## src/rtl/icache_pkg.sv

```systemverilog
// icache_pkg: shared types and address-field constants for the instruction cache.
// Contents: FSM state encoding, field widths and the bit positions used to split a fetch PC
// into tag / index / word offset.
package icache_pkg;

    typedef enum logic [1:0] {
        IDLE     = 2'd0,
        MEM_READ = 2'd1,
        UPDATE   = 2'd2
    } state_t;

    localparam int TAG_W     = 3;
    localparam int INDEX_W   = 3;
    localparam int OFFSET_W  = 2;
    localparam int BLOCK_W   = 128;
    localparam int WORD_W    = 32;
    localparam int BLKADDR_W = TAG_W + INDEX_W;

    // Field positions inside the byte address.
    localparam int OFFSET_LSB = 2;
    localparam int INDEX_LSB  = OFFSET_LSB + OFFSET_W;  // 4
    localparam int TAG_LSB    = INDEX_LSB + INDEX_W;    // 7
    localparam int RANGE_LSB  = TAG_LSB + TAG_W;        // 10: bits above this must be zero

endpackage

```

## src/rtl/icache_line_store.sv

```systemverilog
// icache_line_store: valid / tag / data arrays of the direct-mapped instruction cache.
// Ports:
//   clk, rst      clock and asynchronous active-high reset (clears all valid bits)
//   index, tag    line select and tag to compare
//   offset        word within the line
//   write         load wdata / tag into line `index` and mark it valid
//   wdata         full block from memory, word 0 in the low 32 bits
//   hit           line valid and tag equal (combinational)
//   word          selected word of the indexed line (combinational)
module icache_line_store
    import icache_pkg::*;
#(
    parameter int BLOCKS = 8,
    parameter int WORDS  = 4
) (
    input  logic                clk,
    input  logic                rst,
    input  logic [INDEX_W-1:0]  index,
    input  logic [TAG_W-1:0]    tag,
    input  logic [OFFSET_W-1:0] offset,
    input  logic                write,
    input  logic [BLOCK_W-1:0]  wdata,
    output logic                hit,
    output logic [WORD_W-1:0]   word
);

    logic [BLOCKS-1:0]                valid;
    logic [TAG_W-1:0]                 tags [BLOCKS];
    logic [WORDS-1:0][WORD_W-1:0]     data [BLOCKS];

    always_ff @(posedge clk or posedge rst) begin
        if (rst) begin
            valid <= '0;
        end else if (write) begin
            valid[index] <= 1'b1;
        end
    end

    // Tag and data need no reset: they are only observed through a set valid bit.
    always_ff @(posedge clk) begin
        if (write) begin
            tags[index] <= tag;
            data[index] <= wdata;
        end
    end

    always_comb begin
        hit  = valid[index] && (tags[index] == tag);
        word = data[index][offset];
    end

endmodule

```

## src/rtl/icache.sv

```systemverilog
// icache: direct-mapped, read-only instruction cache in front of a block-wide instruction memory.
// Optional feature macro: ICACHE_STATS_EN adds saturating hit_count / miss_count outputs.
// Ports:
//   CLK, RESET     clock and asynchronous active-high reset
//   PC             fetch byte address; addresses with PC[31:10] != 0 are ignored
//   INST           instruction for PC on a hit, otherwise holds its previous value
//   ICACHE_BUSY    high while a miss is outstanding (stalls the PC)
//   mem_read       block read request to instruction memory
//   mem_address    block address PC[9:4], captured when the read starts
//   mem_readdata   returned 128-bit block, word 0 in [31:0]
//   mem_busywait   memory busy; block valid once it falls
//   hit_count, miss_count (ICACHE_STATS_EN only) saturating 16-bit event counters
module icache
    import icache_pkg::*;
#(
    parameter int BLOCKS = 8,
    parameter int WORDS  = 4
) (
    input  logic                 CLK,
    input  logic                 RESET,
    input  logic [31:0]          PC,
    output logic [WORD_W-1:0]    INST,
    output logic                 ICACHE_BUSY,
    output logic                 mem_read,
    output logic [BLKADDR_W-1:0] mem_address,
    input  logic [BLOCK_W-1:0]   mem_readdata,
    input  logic                 mem_busywait
`ifdef ICACHE_STATS_EN
    ,
    output logic [15:0]          hit_count,
    output logic [15:0]          miss_count
`endif
);

    state_t             state;
    logic               in_range;
    logic               hit;
    logic               miss;
    logic [WORD_W-1:0]  word;
    logic [WORD_W-1:0]  inst_q;
    logic               unused_pc_bits;

    icache_line_store #(
        .BLOCKS (BLOCKS),
        .WORDS  (WORDS)
    ) u_store (
        .clk    (CLK),
        .rst    (RESET),
        .index  (PC[INDEX_LSB +: INDEX_W]),
        .tag    (PC[TAG_LSB +: TAG_W]),
        .offset (PC[OFFSET_LSB +: OFFSET_W]),
        .write  (state == UPDATE),
        .wdata  (mem_readdata),
        .hit    (hit),
        .word   (word)
    );

    always_comb begin
        in_range       = (PC[31:RANGE_LSB] == '0);
        miss           = in_range && !hit;
        unused_pc_bits = ^PC[OFFSET_LSB-1:0];
        // A hit forwards the word straight through; otherwise the last returned value holds.
        INST           = (in_range && hit) ? word : inst_q;
        // Gated with RESET so the stall drops at once when a miss is aborted by reset.
        ICACHE_BUSY    = !RESET && ((state != IDLE) || miss);
    end

    always_ff @(posedge CLK or posedge RESET) begin
        if (RESET) begin
            state       <= IDLE;
            mem_read    <= 1'b0;
            mem_address <= '0;
            inst_q      <= '0;
`ifdef ICACHE_STATS_EN
            hit_count   <= '0;
            miss_count  <= '0;
`endif
        end else begin
            inst_q <= INST;
            case (state)
                IDLE: begin
                    if (miss) begin
                        state       <= MEM_READ;
                        mem_read    <= 1'b1;
                        mem_address <= PC[INDEX_LSB +: BLKADDR_W];
`ifdef ICACHE_STATS_EN
                        if (miss_count != '1) miss_count <= miss_count + 16'd1;
`endif
                    end
`ifdef ICACHE_STATS_EN
                    else if (in_range && hit_count != '1) begin
                        hit_count <= hit_count + 16'd1;
                    end
`endif
                end
                MEM_READ: begin
                    if (!mem_busywait) begin
                        state    <= UPDATE;
                        mem_read <= 1'b0;
                    end
                end
                UPDATE: begin
                    state <= IDLE;
                end
                default: begin
                    state    <= IDLE;
                    mem_read <= 1'b0;
                end
            endcase
        end
    end

endmodule

```

## config.mk

```make
export PLATFORM = sky130hd
export DESIGN_NAME = icache
export DESIGN_NICKNAME = d
export VERILOG_FILES = /design/src/rtl/icache_pkg.sv /design/src/rtl/icache_line_store.sv /design/src/rtl/icache.sv
export SDC_FILE = /design/constraint.sdc
export NUM_CORES = 1
export LEC_CHECK = 0
export ABC_AREA = 1
export CELL_PAD_IN_SITES_DETAIL_PLACEMENT = 1
export CELL_PAD_IN_SITES_GLOBAL_PLACEMENT = 2
export CORE_MARGIN = 3
export CORE_UTILIZATION = 45
export DETAILED_ROUTE_END_ITERATION = 7
export PLACE_DENSITY = 0.93
export SETUP_SLACK_MARGIN = 0.5
export SYNTH_ARGS = -nofsm -noshare
export SYNTH_HDL_FRONTEND = slang
export SYNTH_SLANG_ARGS = --single-unit
```

## constraint.sdc

```tcl
create_clock -name CLK -period 25.7 [get_ports CLK]
set_input_delay 5.14 -clock CLK [delete_from_list [all_inputs] [get_ports CLK]]
set_output_delay 5.14 -clock CLK [all_outputs]
set_load 0.1 [all_outputs]
```

==> impl_metrics.tcl <==
set metrics [dict create \
    outcome "complete, no violations" \
    worst_ep_arrival_time_ns 11.09 \
    finalInstanceArea_sq_um 49300 \
    ioPinCount 203 \
    post_cts.resized_instances 0 \
    routed_wl_um 130000 \
    drc_errors 0 \
    synthCells 3416 \
    synth_top_family_by_area "simple AND/OR/NAND/NOR gates" \
    critical_path.endpoint_type "output pin" \
    worst_hold_path_type "flop to flop" \
    floorplan.core_area_sq_um 93600 \
    net_count_final 3765 \
    finClkSkew_ns 0.0349 \
    areaGrowthSynthToFinish_pct 15.8 \
    cts_post_setup_buffers_inserted 0 \
    layout-drive-gt1-share 0.0663 \
    total_number_of_placement_rows 112 \
    die_h_um 314 \
    yosys_register_bits 1097 \
    syn_area_per_cell_sq_um 12.5 \
    cts_hold_buf 0 \
    placedInstanceArea_sq_um 45700 \
    fin_crit_sh 0.632 \
    power.leakage_uw 0.0178 \
    mappedNetlistNets 3579 \
    post-route-min-period_ns 16.23 \
    post_synth_and_or_nand_nor_area_fraction 0.164 \
    numCtsBuffers 109 \
    worst_slew_pin_slew_ns 1.15 \
    tns_ns 0 \
    antenna_found_initial 26 \
    routed-via-count 28378 \
    relative_slew_slack 0.237 \
    seq_area_frac_synth 0.768 \
    cts_tree "done" \
    worst_setup_path_start_kind "input port" \
    report.final.setup_viol 0 \
    timing.critical_path.required_ns 20.56 \
    tritoncts_num_sinks 1097 \
    fp.dieArea_sq_um 98400 \
    overflow 0 \
    yosys-mux-area-fraction 0 \
    number_of_h_tree_levels 3 \
    clock_latency_ns 0.70 \
    post_drt_wl_per_cell_um 26.1 \
    fp.dieW_um 314 \
    port_buffers 200 \
    max-clock-path-buffers 3 \
    netlist_area_sq_um 42600 \
    yosys.cell_types.count 28 \
    global_route.usage.total 0.261 \
    netlist.top_cell.by_area "sky130_fd_sc_hd__edfxtp_1" \
    netlist.area_leader.share 0.739 \
    timing.final.max_slew_violations 0 \
    ir_worst_vdd_mv 0.0539 \
    clk_pin_slew_ns 0.06 \
    synth.top_cells.by_area "sky130_fd_sc_hd__edfxtp_1 74%, sky130_fd_sc_hd__nand2_1 12%, sky130_fd_sc_hd__a21oi_1 3.1%, sky130_fd_sc_hd__dfrtp_1 2.9%, sky130_fd_sc_hd__nand3_1 2.4%" \
    synth_xor_area_frac 0 \
    number_of_vias_per_cell_after_detailed_routing 5.71 \
    drv.max_cap_violation_count 0 \
    power_per_cell_area_nw_per_um2 75.9 \
    post_synthesis_compound_gate_area_fraction 0.0427 \
    grt_pass1_wl_um 190000 \
    finalHoldViolCount 0 \
    adder_cell_share_of_the_synthesized_area 0 \
    initial_utilization 0.455 \
    fillCellCount 9468 \
    routabilityCongestion 0.775 \
    maximum_clock_frequency_mhz 61.6 \
    drt_first_pass_iters 5 \
    grt_setup_unrepaired "false" \
    grt_start_max_net_pins 133 \
    cts_root_buf "sky130_fd_sc_hd__clkbuf_16" \
    cp_max_fo 58 \
    grt_pass1_vias 29810 \
    drt_iter0_markers 3139 \
    ant_nets 0 \
    critPathKind "input port to output pin" \
    ys_warn_count 0 \
    detailedPlacementHpwl_um 71700 \
]
[cell usage after synthesis, drive strengths merged]
master,number
nand2,1368
edfxtp,1048
a21oi,266
nand3,208
buf,136
nor2,96
o21ai,87
dfrtp,49
inv,47
clkbuf,36
nor3,27
nand4,22
nand3b,9
a22oi,6
nor4,5
or2,5
o21bai,1
[sequential cells by signal, indices dropped and copies added, names as in the netlist]
register       count
u_store.valid      8
u_store.tags      24
u_store.data    1024
state              2
inst_q            32
mem_read           1
mem_address        6
[logic make-up (layout without fill, tap and decap cells)]
logic type      count (synthesis)  count (layout)
buf+inv                       219             501
simple gates                 1740            1740
flops                        1097            1097
compound gates                360             360
other cells                     0              18
[power by group]
group	total [uW]	internal, uW	switching (uW)	leakage (uW)
logic	184	53.4	131	0.00597
clock network	1600	917	683	0.00176
registers	1960	1960	0.230	0.0101
[per-stage QoR]
stage | setup WS, ns | utilization | total power (uW) | std cells | hold slack (ns)
final | 9.47 | 0.527 | 3740 | 4970 | 0.470
after global routing | 9.34 | 0.527 | 3840 | 4963 | 0.491
after CTS | 9.57 | 0.526 | 3750 | 4952 | 0.468
after detailed placement | 9.56 | 0.488 | 2180 | 4745 | 0.452
after global placement | 9.61 | 0.488 | 2170 | 4745 | 0.432
after floorplan | 10.06 | - | 2080 | 3416 | 0.424
[final timing paths]
path | from | end | slack (ns) | cells past startpoint
setup / recovery | PC[5] | INST[29] | 9.47 | 14
min in group asynchronous | RESET | mem_address[3]$_DFFE_PP0P_ | 5.00 | 3
max in group asynchronous | RESET | inst_q[10]$_DFF_PP0_ | 20.12 | 3
hold reg to reg | mem_address[1]$_DFFE_PP0P_ | mem_address[1]$_DFFE_PP0P_ | 0.47 | 2
hold / removal | mem_address[1]$_DFFE_PP0P_ | mem_address[1]$_DFFE_PP0P_ | 0.47 | 2
setup reg to reg | state[0]$_DFFE_PP0P_ | u_store.data[2][97]$_DFFE_PP_ | 21.30 | 5
[placed cells by master, fill, tap and decap left out, drive strengths merged]
master,count
nand3b,9
diode,18
nand4,22
edfxtp,1048
o21ai,87
clkbuf,136
clkinv,53
nor3,27
nand2,1368
o21bai,1
inv,50
buf,52
a22oi,6
bufinv,12
a21oi,266
or2,5
dfrtp,49
clkinvlp,3
clkdlybuf4s50,195
nand3,208
nor2,96
nor4,5
[area by class of cell]
| cell class | instances | area (sq um) | share of cell area |
|---|---|---|---|
| Clock buffer | 136 | 2880 | 0.0584 |
| Timing Repair Buffer | 247 | 2350 | 0.0477 |
| Multi-Input combinational cell | 2100 | 8890 | 0.180 |
| Sequential cell | 1097 | 32700 | 0.663 |
| Clock inverter | 71 | 704 | 0.0143 |
| Antenna cell | 18 | 45.0 | 0.000913 |
| Tap cell | 1254 | 1570 | 0.0318 |
| Inverter | 47 | 186 | 0.00378 |
[metal layers]
metal  global-route usage  part of all wire
met1                0.329              0.39
met5             0.000494           0.00092
met2                0.432              0.48
met3               0.0605             0.088
met4                0.119             0.037
[critical path, cell delays in order]
cell and delay, ns:
sky130_fd_sc_hd__buf_4 0.33, sky130_fd_sc_hd__buf_4 0.73, sky130_fd_sc_hd__nand2_1 0.38, sky130_fd_sc_hd__nor2_4 0.72
sky130_fd_sc_hd__buf_4 0.52, sky130_fd_sc_hd__buf_4 0.77, sky130_fd_sc_hd__nand2_1 0.19, sky130_fd_sc_hd__nand4_1 0.17
sky130_fd_sc_hd__nand3b_1 0.21, sky130_fd_sc_hd__nand3_1 0.09, sky130_fd_sc_hd__nand2_1 0.11, sky130_fd_sc_hd__nand3_1 0.26
sky130_fd_sc_hd__nand2_1 0.21, sky130_fd_sc_hd__clkdlybuf4s50_1 1.15
(Power assumes the default switching activity.)
